**config.mk**
```make
export PLATFORM = sky130hd
export DESIGN_NAME = multiword_add_sequencer_flat
export DESIGN_NICKNAME = d
export VERILOG_FILES = /design/src/rtl/multiword_add_sequencer_if.sv /design/src/rtl/multiword_add_sequencer.sv /design/src/flat_wrapper.sv
export SDC_FILE = /design/constraint.sdc
export NUM_CORES = 1
export LEC_CHECK = 0
export CAP_MARGIN = 20
export CORE_MARGIN = 1
export CORE_UTILIZATION = 49
export CTS_BUF_LIST = sky130_fd_sc_hd__clkbuf_8
export CTS_CLUSTER_SIZE = 20
export DETAILED_ROUTE_END_ITERATION = 10
export GPL_ROUTABILITY_DRIVEN = 0
export PLACE_DENSITY = 0.83
export REMOVE_ABC_BUFFERS = 1
export SLEW_MARGIN = 20
export SYNTH_ARGS = -nofsm -noshare
export SYNTH_HDL_FRONTEND = slang
export SYNTH_SLANG_ARGS = --single-unit
```
**constraint.sdc**
```tcl
create_clock -name clk -period 2.12 [get_ports clk]
set_input_delay 0.424 -clock clk [delete_from_list [all_inputs] [get_ports clk]]
set_output_delay 0.424 -clock clk [all_outputs]
set_load 0.01 [all_outputs]
```
**src/rtl/multiword_add_sequencer_if.sv**
```systemverilog
// Operand, adder-slice and result handshake bundle for multiword_add_sequencer.
// Carries the ovf result bit only when MULTIWORD_ADD_OVF_EN is defined.
interface multiword_add_sequencer_if #(
  parameter int IWL    = 8,
  parameter int NSLICE = 4
) ();
  localparam int W = IWL * NSLICE;

  logic           in_valid;
  logic           in_ready;
  logic [W-1:0]   op_a;
  logic [W-1:0]   op_b;
  logic           op_cin;
  logic [IWL-1:0] add_a;
  logic [IWL-1:0] add_b;
  logic           add_cin;
  logic [IWL-1:0] add_s;
  logic           add_cout;
  logic           out_valid;
  logic           out_ready;
  logic [W-1:0]   sum;
  logic           cout;
`ifdef MULTIWORD_ADD_OVF_EN
  logic           ovf;
`endif

  // Sequencer side.
  modport slave (
    input  in_valid, op_a, op_b, op_cin, add_s, add_cout, out_ready,
`ifdef MULTIWORD_ADD_OVF_EN
    output ovf,
`endif
    output in_ready, add_a, add_b, add_cin, out_valid, sum, cout
  );

  // Environment side: operand source, adder slice and result sink.
  modport master (
    output in_valid, op_a, op_b, op_cin, add_s, add_cout, out_ready,
`ifdef MULTIWORD_ADD_OVF_EN
    input  ovf,
`endif
    input  in_ready, add_a, add_b, add_cin, out_valid, sum, cout
  );
endinterface

```
**src/rtl/multiword_add_sequencer.sv**
```systemverilog
// Multi-precision add sequencer: one IWL-bit slice per cycle through an external adder, LSB first.
// Latency NSLICE cycles accept-to-out_valid; no overlap; optional ovf output under MULTIWORD_ADD_OVF_EN.
module multiword_add_sequencer #(
  parameter int IWL    = 8,
  parameter int NSLICE = 4
) (
  input  logic                    clk,
  input  logic                    rst_n,
  multiword_add_sequencer_if.slave io_bus
);
  localparam int W    = IWL * NSLICE;
  localparam int IDXW = (NSLICE > 1) ? $clog2(NSLICE) : 1;
  localparam logic [IDXW-1:0] LAST_IDX = IDXW'(NSLICE - 1);

  typedef enum logic [1:0] {
    S_IDLE = 2'd0,
    S_RUN  = 2'd1,
    S_DONE = 2'd2
  } state_t;

  state_t         r_state;
  state_t         w_state_nxt;
  logic [IDXW-1:0] r_idx;
  logic           r_carry;
  logic [W-1:0]   r_a;
  logic [W-1:0]   r_b;
  logic [W-1:0]   r_sum;
  logic           r_cout;
  logic           r_out_valid;

  logic           w_in_ready;
  logic           w_load;
  logic           w_step;
  logic           w_last;
  logic           w_drain;
  logic [IWL-1:0] w_add_a;
  logic [IWL-1:0] w_add_b;
  logic           w_add_cin;

  always_ff @(posedge clk or negedge rst_n) begin
    if (!rst_n) begin
      r_state <= S_IDLE;
    end else begin
      r_state <= w_state_nxt;
    end
  end

  always_comb begin
    w_state_nxt = r_state;
    w_in_ready  = 1'b0;
    w_load      = 1'b0;
    w_step      = 1'b0;
    w_last      = 1'b0;
    w_drain     = 1'b0;
    case (r_state)
      S_IDLE: begin
        w_in_ready = 1'b1;
        if (io_bus.in_valid) begin
          w_load      = 1'b1;
          w_state_nxt = S_RUN;
        end
      end
      S_RUN: begin
        w_step = 1'b1;
        if (r_idx == LAST_IDX) begin
          w_last      = 1'b1;
          w_state_nxt = S_DONE;
        end
      end
      S_DONE: begin
        if (io_bus.out_ready) begin
          w_drain     = 1'b1;
          w_state_nxt = S_IDLE;
        end
      end
      default: w_state_nxt = S_IDLE;
    endcase
  end

  // Adder inputs are quiet outside RUN so the external slice sees zeros when idle.
  always_comb begin
    w_add_a   = '0;
    w_add_b   = '0;
    w_add_cin = 1'b0;
    if (r_state == S_RUN) begin
      w_add_cin = r_carry;
      for (int i = 0; i < NSLICE; i++) begin
        if (r_idx == IDXW'(i)) begin
          w_add_a = r_a[i*IWL +: IWL];
          w_add_b = r_b[i*IWL +: IWL];
        end
      end
    end
  end

  always_ff @(posedge clk or negedge rst_n) begin
    if (!rst_n) begin
      r_idx       <= '0;
      r_carry     <= 1'b0;
      r_a         <= '0;
      r_b         <= '0;
      r_sum       <= '0;
      r_cout      <= 1'b0;
      r_out_valid <= 1'b0;
    end else begin
      if (w_load) begin
        r_a     <= io_bus.op_a;
        r_b     <= io_bus.op_b;
        r_carry <= io_bus.op_cin;
        r_idx   <= '0;
      end
      if (w_step) begin
        for (int i = 0; i < NSLICE; i++) begin
          if (r_idx == IDXW'(i)) begin
            r_sum[i*IWL +: IWL] <= io_bus.add_s;
          end
        end
        r_carry <= io_bus.add_cout;
        // Index parks on the last slice; the next load clears it.
        if (!w_last) begin
          r_idx <= r_idx + IDXW'(1);
        end
      end
      if (w_last) begin
        r_cout      <= io_bus.add_cout;
        r_out_valid <= 1'b1;
      end
      if (w_drain) begin
        r_out_valid <= 1'b0;
      end
    end
  end

`ifdef MULTIWORD_ADD_OVF_EN
  logic r_ovf;

  // Signed overflow: like-signed operands whose top result bit disagrees with them.
  always_ff @(posedge clk or negedge rst_n) begin
    if (!rst_n) begin
      r_ovf <= 1'b0;
    end else if (w_last) begin
      r_ovf <= (r_a[W-1] == r_b[W-1]) && (io_bus.add_s[IWL-1] != r_a[W-1]);
    end
  end

  assign io_bus.ovf = r_ovf;
`endif

  assign io_bus.in_ready  = w_in_ready;
  assign io_bus.add_a     = w_add_a;
  assign io_bus.add_b     = w_add_b;
  assign io_bus.add_cin   = w_add_cin;
  assign io_bus.out_valid = r_out_valid;
  assign io_bus.sum       = r_sum;
  assign io_bus.cout      = r_cout;

endmodule
```
**src/flat_wrapper.sv**
```systemverilog
// flat-port wrapper written by rule: the top's interface ports become plain ports
module multiword_add_sequencer_flat 
#(
  parameter int IWL    = 8,
  parameter int NSLICE = 4
)
  (clk, rst_n, io_bus_in_valid, io_bus_op_a, io_bus_op_b, io_bus_op_cin, io_bus_add_s, io_bus_add_cout, io_bus_out_ready, io_bus_in_ready, io_bus_add_a, io_bus_add_b, io_bus_add_cin, io_bus_out_valid, io_bus_sum, io_bus_cout);
  multiword_add_sequencer_if #(.IWL(IWL), .NSLICE(NSLICE)) io_bus_i ();
  input  logic clk;
  input  logic rst_n;
  input wire logic [$bits(io_bus_i.in_valid)-1:0] io_bus_in_valid;
  input wire logic [$bits(io_bus_i.op_a)-1:0] io_bus_op_a;
  input wire logic [$bits(io_bus_i.op_b)-1:0] io_bus_op_b;
  input wire logic [$bits(io_bus_i.op_cin)-1:0] io_bus_op_cin;
  input wire logic [$bits(io_bus_i.add_s)-1:0] io_bus_add_s;
  input wire logic [$bits(io_bus_i.add_cout)-1:0] io_bus_add_cout;
  input wire logic [$bits(io_bus_i.out_ready)-1:0] io_bus_out_ready;
  output wire logic [$bits(io_bus_i.in_ready)-1:0] io_bus_in_ready;
  output wire logic [$bits(io_bus_i.add_a)-1:0] io_bus_add_a;
  output wire logic [$bits(io_bus_i.add_b)-1:0] io_bus_add_b;
  output wire logic [$bits(io_bus_i.add_cin)-1:0] io_bus_add_cin;
  output wire logic [$bits(io_bus_i.out_valid)-1:0] io_bus_out_valid;
  output wire logic [$bits(io_bus_i.sum)-1:0] io_bus_sum;
  output wire logic [$bits(io_bus_i.cout)-1:0] io_bus_cout;
  assign io_bus_i.in_valid = io_bus_in_valid;
  assign io_bus_i.op_a = io_bus_op_a;
  assign io_bus_i.op_b = io_bus_op_b;
  assign io_bus_i.op_cin = io_bus_op_cin;
  assign io_bus_i.add_s = io_bus_add_s;
  assign io_bus_i.add_cout = io_bus_add_cout;
  assign io_bus_i.out_ready = io_bus_out_ready;
  assign io_bus_in_ready = io_bus_i.in_ready;
  assign io_bus_add_a = io_bus_i.add_a;
  assign io_bus_add_b = io_bus_i.add_b;
  assign io_bus_add_cin = io_bus_i.add_cin;
  assign io_bus_out_valid = io_bus_i.out_valid;
  assign io_bus_sum = io_bus_i.sum;
  assign io_bus_cout = io_bus_i.cout;
  multiword_add_sequencer #(.IWL(IWL), .NSLICE(NSLICE)) u_core (.clk(clk), .rst_n(rst_n), .io_bus(io_bus_i));
endmodule
```
==> results.rst <==
.. list-table::
   :header-rows: 1

   * - Metric
     - Value
   * - Result of the run
     - complete, but fails checks
   * - Violated checks
     - negative setup slack
   * - Routed via count divided by cell count
     - 5.53
   * - Number of enable-type register cells in the synthesized netlist
     - 0
   * - FF+latch count, synth
     - 103
   * - Max-slew violation count
     - 0
   * - Width of the die
     - 96.5 um
   * - Post-synthesis cell count
     - 300
   * - Maximum number of pins on one net before global-route repair
     - 66
   * - Sum of internal, switching and leakage power
     - 10.4 mW
   * - Detailed-route wire length
     - 11.0 mm
   * - Internal power of the cells
     - 6.81 mW
   * - Num Clock Sinks
     - 103
   * - Library cell used as clock root buffer
     - sky130_fd_sc_hd__clkbuf_8
   * - Syn. warnings
     - 0
   * - Via count of the first global-routing pass
     - 3206
   * - Count of buffers from port buffering
     - 129
   * - Fraction of registers with async set/reset
     - 100%
   * - Cell-by-cell listing of the critical path
     - ha_2 -> nor3b_4 -> buf_6 -> o21ai_1 -> o2bb2ai_1 -> buf_2
   * - Routed wire length per instance
     - 19.5 um
   * - Logic gate share of total power
     - 49.8%
   * - Switching Power
     - 3.57 mW
   * - LEAKAGE
     - 2.63 nW
   * - Synth Cell Area
     - 0.00438 mm2
   * - GR Overflow Total
     - 0
   * - Critical path's slowest cell
     - sky130_fd_sc_hd__dfrtp_1
   * - Post-detailed-route count of antenna-violating nets
     - 0
   * - Power per cell area
     - 1630 mW/mm2
   * - Highest fanout seen on the critical path
     - 6
   * - Standard-cell row count
     - 34
   * - Share of layout cells above drive strength 1
     - 44.0%
   * - Critical path class
     - flop to output pin
   * - Antenna violations before repair
     - 0
   * - Final hold viol count
     - 0
   * - Clock Skews
     - 0.0115 ns
   * - Total negative slack
     - -2.13 ns
   * - First drt pass iteration count
     - 4
   * - Sum of net half-perimeters after detailed placement
     - 7.32 mm
   * - Cell type with the largest total area after synthesis
     - sky130_fd_sc_hd__dfrtp_1
   * - I/O pin count
     - 130
   * - CP required
     - 1.70 ns
   * - Slew margin rel.
     - 73.4%
   * - Power share of the sequential group
     - 35.4%
   * - Final worst-path setup slack
     - -0.220 ns
   * - CP max stage delay
     - 0.42 ns
   * - Number of diodes
     - 0
   * - Critical path endpoint category
     - output pin
   * - WP data arrival
     - 1.92 ns
   * - RSZ-0062 raised after global routing
     - true
   * - Area fraction of the dominant cell type after synthesis
     - 58.9%
   * - Final Setup Violations
     - 16
   * - Total Routing Usage GR
     - 23.9%
   * - Count of unresolved DRC violations after routing
     - 0
   * - Clock-pin slew on the worst setup and hold paths
     - 0.10 ns
   * - Net switching fraction of the power
     - 34.4%
   * - Worst-Margin Slew
     - 0.398 ns
   * - Buffer and inverter count on the worst path
     - 2
   * - Clock latency on the worst-skew pair
     - 0.36 ns
   * - Part of the cycle the worst path needs
     - 110%
   * - Count of H-tree levels built during CTS
     - 3
   * - Number of DRC violations after detailed-routing iteration 0
     - 121
   * - Nets
     - 533
   * - Buffer levels on the longest clock path
     - 2
   * - First-pass GRT wire length
     - 16.3 mm
   * - Class of the most critical hold timing path
     - input pin to async pin
   * - Die footprint
     - 0.00931 mm2
   * - Register area share after synthesis
     - 58.9%
   * - Max Clock Freq
     - 427 MHz
   * - Library cells used by synthesis
     - 26
   * - Initial core utilization
     - 50.4%
   * - Startpoint class of the critical path
     - flop
   * - Critical Path Source
     - u_core.r_idx[0]
   * - Primary FF master, synth
     - sky130_fd_sc_hd__dfrtp_1
   * - Worst voltage drop across the vdd grid
     - 717 uV
   * - Number of vias in the routed layout
     - 3113
   * - Top cells by area in the synthesized netlist
     - sky130_fd_sc_hd__dfrtp_1, sky130_fd_sc_hd__mux2_2, sky130_fd_sc_hd__a221oi_1
   * - Clock tree from TritonCTS
     - built
   * - Die Height
     - 96.5 um
   * - Largest delay share family, worst path
     - flip-flops
   * - Number of buffers created by CTS
     - 9
   * - Fin crit period
     - 2.34 ns
   * - Post-Synthesis Mean Instance Area
     - 14.6 um2
   * - Setup slack after placement
     - -0.239 ns
   * - Reg-to-reg critical path startpoint
     - u_core.r_idx[1]
   * - Placeable core region
     - 0.00868 mm2
   * - Total of max-cap violations
     - 0
   * - Relative area change from synthesis to final layout
     - 45.5%
   * - Part of the power in the clock network
     - 14.8%
-- through the flow --
| stage | cell area [um2] | hold WS, ns | std cells | util, % |
|---|---|---|---|---|
| floorplan | 4260 | 0.128 | 282 | - |
| global placement | 5870 | 0.353 | 541 | 67.7 |
| detailed placement | 5870 | 0.348 | 541 | 67.7 |
| CTS | 6310 | 0.502 | 562 | 72.7 |
| global route | 6370 | 0.527 | 563 | 73.4 |
| finish | 6370 | 0.500 | 563 | 73.4 |
-- Yosys cell counts (4+ instances only) --
library cell / n
sky130_fd_sc_hd__o21ai_0: 19
sky130_fd_sc_hd__buf_6: 4
sky130_fd_sc_hd__buf_2: 4
sky130_fd_sc_hd__a221oi_1: 16
sky130_fd_sc_hd__dfrtp_1: 103
sky130_fd_sc_hd__nand2_1: 7
sky130_fd_sc_hd__ha_1: 4
sky130_fd_sc_hd__buf_4: 5
sky130_fd_sc_hd__o2bb2ai_1: 16
sky130_fd_sc_hd__mux2_2: 94
sky130_fd_sc_hd__clkbuf_1: 5
-- power by group through the flow --
stage,clock (mW),combinational (mW),sequential [mW]
floorplan,0,2.37,3.58
finish,1.54,5.17,3.68
detailed placement,0,4.70,3.56
CTS,1.57,5.04,3.62
global route,1.64,5.55,3.78
global placement,0,4.58,3.51
-- metal layers --
layer | routed length (um) | share of wire [%] | vias to the layer above | track usage [%]
li1 | - | - | 1411 | -
met3 | 476 | 4.3 | 19 | 5.87
met5 | 0 | 0 | - | 0
met2 | 5780 | 53 | 81 | 41.1
met1 | 4480 | 41 | 1602 | 29.6
met4 | 242 | 2.2 | 0 | 7.84
-- final timing paths --
kind	to	slack, ns	cells after the start
setup reg to reg	u_core.io_bus.sum[26]	0.31	5
max in group asynchronous	u_core.io_bus.sum[20]	0.92	3
hold / removal	u_core.r_a[9]	0.50	2
min in group clk	u_core.r_b[6]	0.51	1
hold reg to reg	u_core.r_b[6]	0.51	1
setup / recovery	io_bus_add_a[0]	-0.22	6
-- cell usage in the layout (no fill, tap or decap), drive strengths merged --
master and n:
clkdlybuf4s50 111, dfrtp 103, mux2 97, buf 45, o21ai 19, a221oi 16
o2bb2ai 16, clkbuf 9, nand2 7, inv 6, bufinv 4, ha 4
nor2b 4, nor2 2, a21oi 2, and2 2, nor3b 2, or2 1
a31oi 1, a22oi 1, o31ai 1, dlygate4sd3 1, dlygate4sd2 1
-- what timing repair did --
item	CTS	global route
endpoints found under the setup margin	17	16
cloned	2	0
endpoints found under the hold margin	24	0
pin swaps	9	13
hold buffers	1	0
gates resized for setup	120	15
setup buffers	3	1
-- worst reg2reg max path: stages, from the launching register on --
cell and delay, ns:
sky130_fd_sc_hd__dfrtp_1 0.41, sky130_fd_sc_hd__ha_2 0.23, sky130_fd_sc_hd__buf_4 0.14, sky130_fd_sc_hd__and2_4 0.31
sky130_fd_sc_hd__buf_4 0.26, sky130_fd_sc_hd__mux2_2 0.36
-- flip-flops by register name, summed over array words and instances (netlist names) --
name                     flops
u_core.r_b                  32
u_core.r_a                  32
u_core.io_bus.sum           32
u_core.io_bus.cout           1
u_core.io_bus.out_valid      1
u_core.r_idx                 2
u_core.r_state               2
u_core.r_carry               1
-- final cells by class --
cell class / instances / area, um2
tap: 108 / 135
sequential: 103 / 2580
clock inverter: 6 / 133
timing repair buffer: 158 / 1480
clock buffer: 9 / 124
fill: 569 / 2310
multi-input combinational: 175 / 1900
inverter: 4 / 15.0
-- cell families (layout without fill, tap and decap cells) --
family,after synthesis,count (layout),synth area share [%]
adders and majority gates,4,4,1.14
muxes,97,97,25.2
AOI/OAI and AO/OA,56,56,9.29
buffers and inverters,22,177,3.12
and+or+nand+nor,18,18,2.34
DFF,103,103,58.9
No activity file was read; power rests on OpenSTA's default activity.
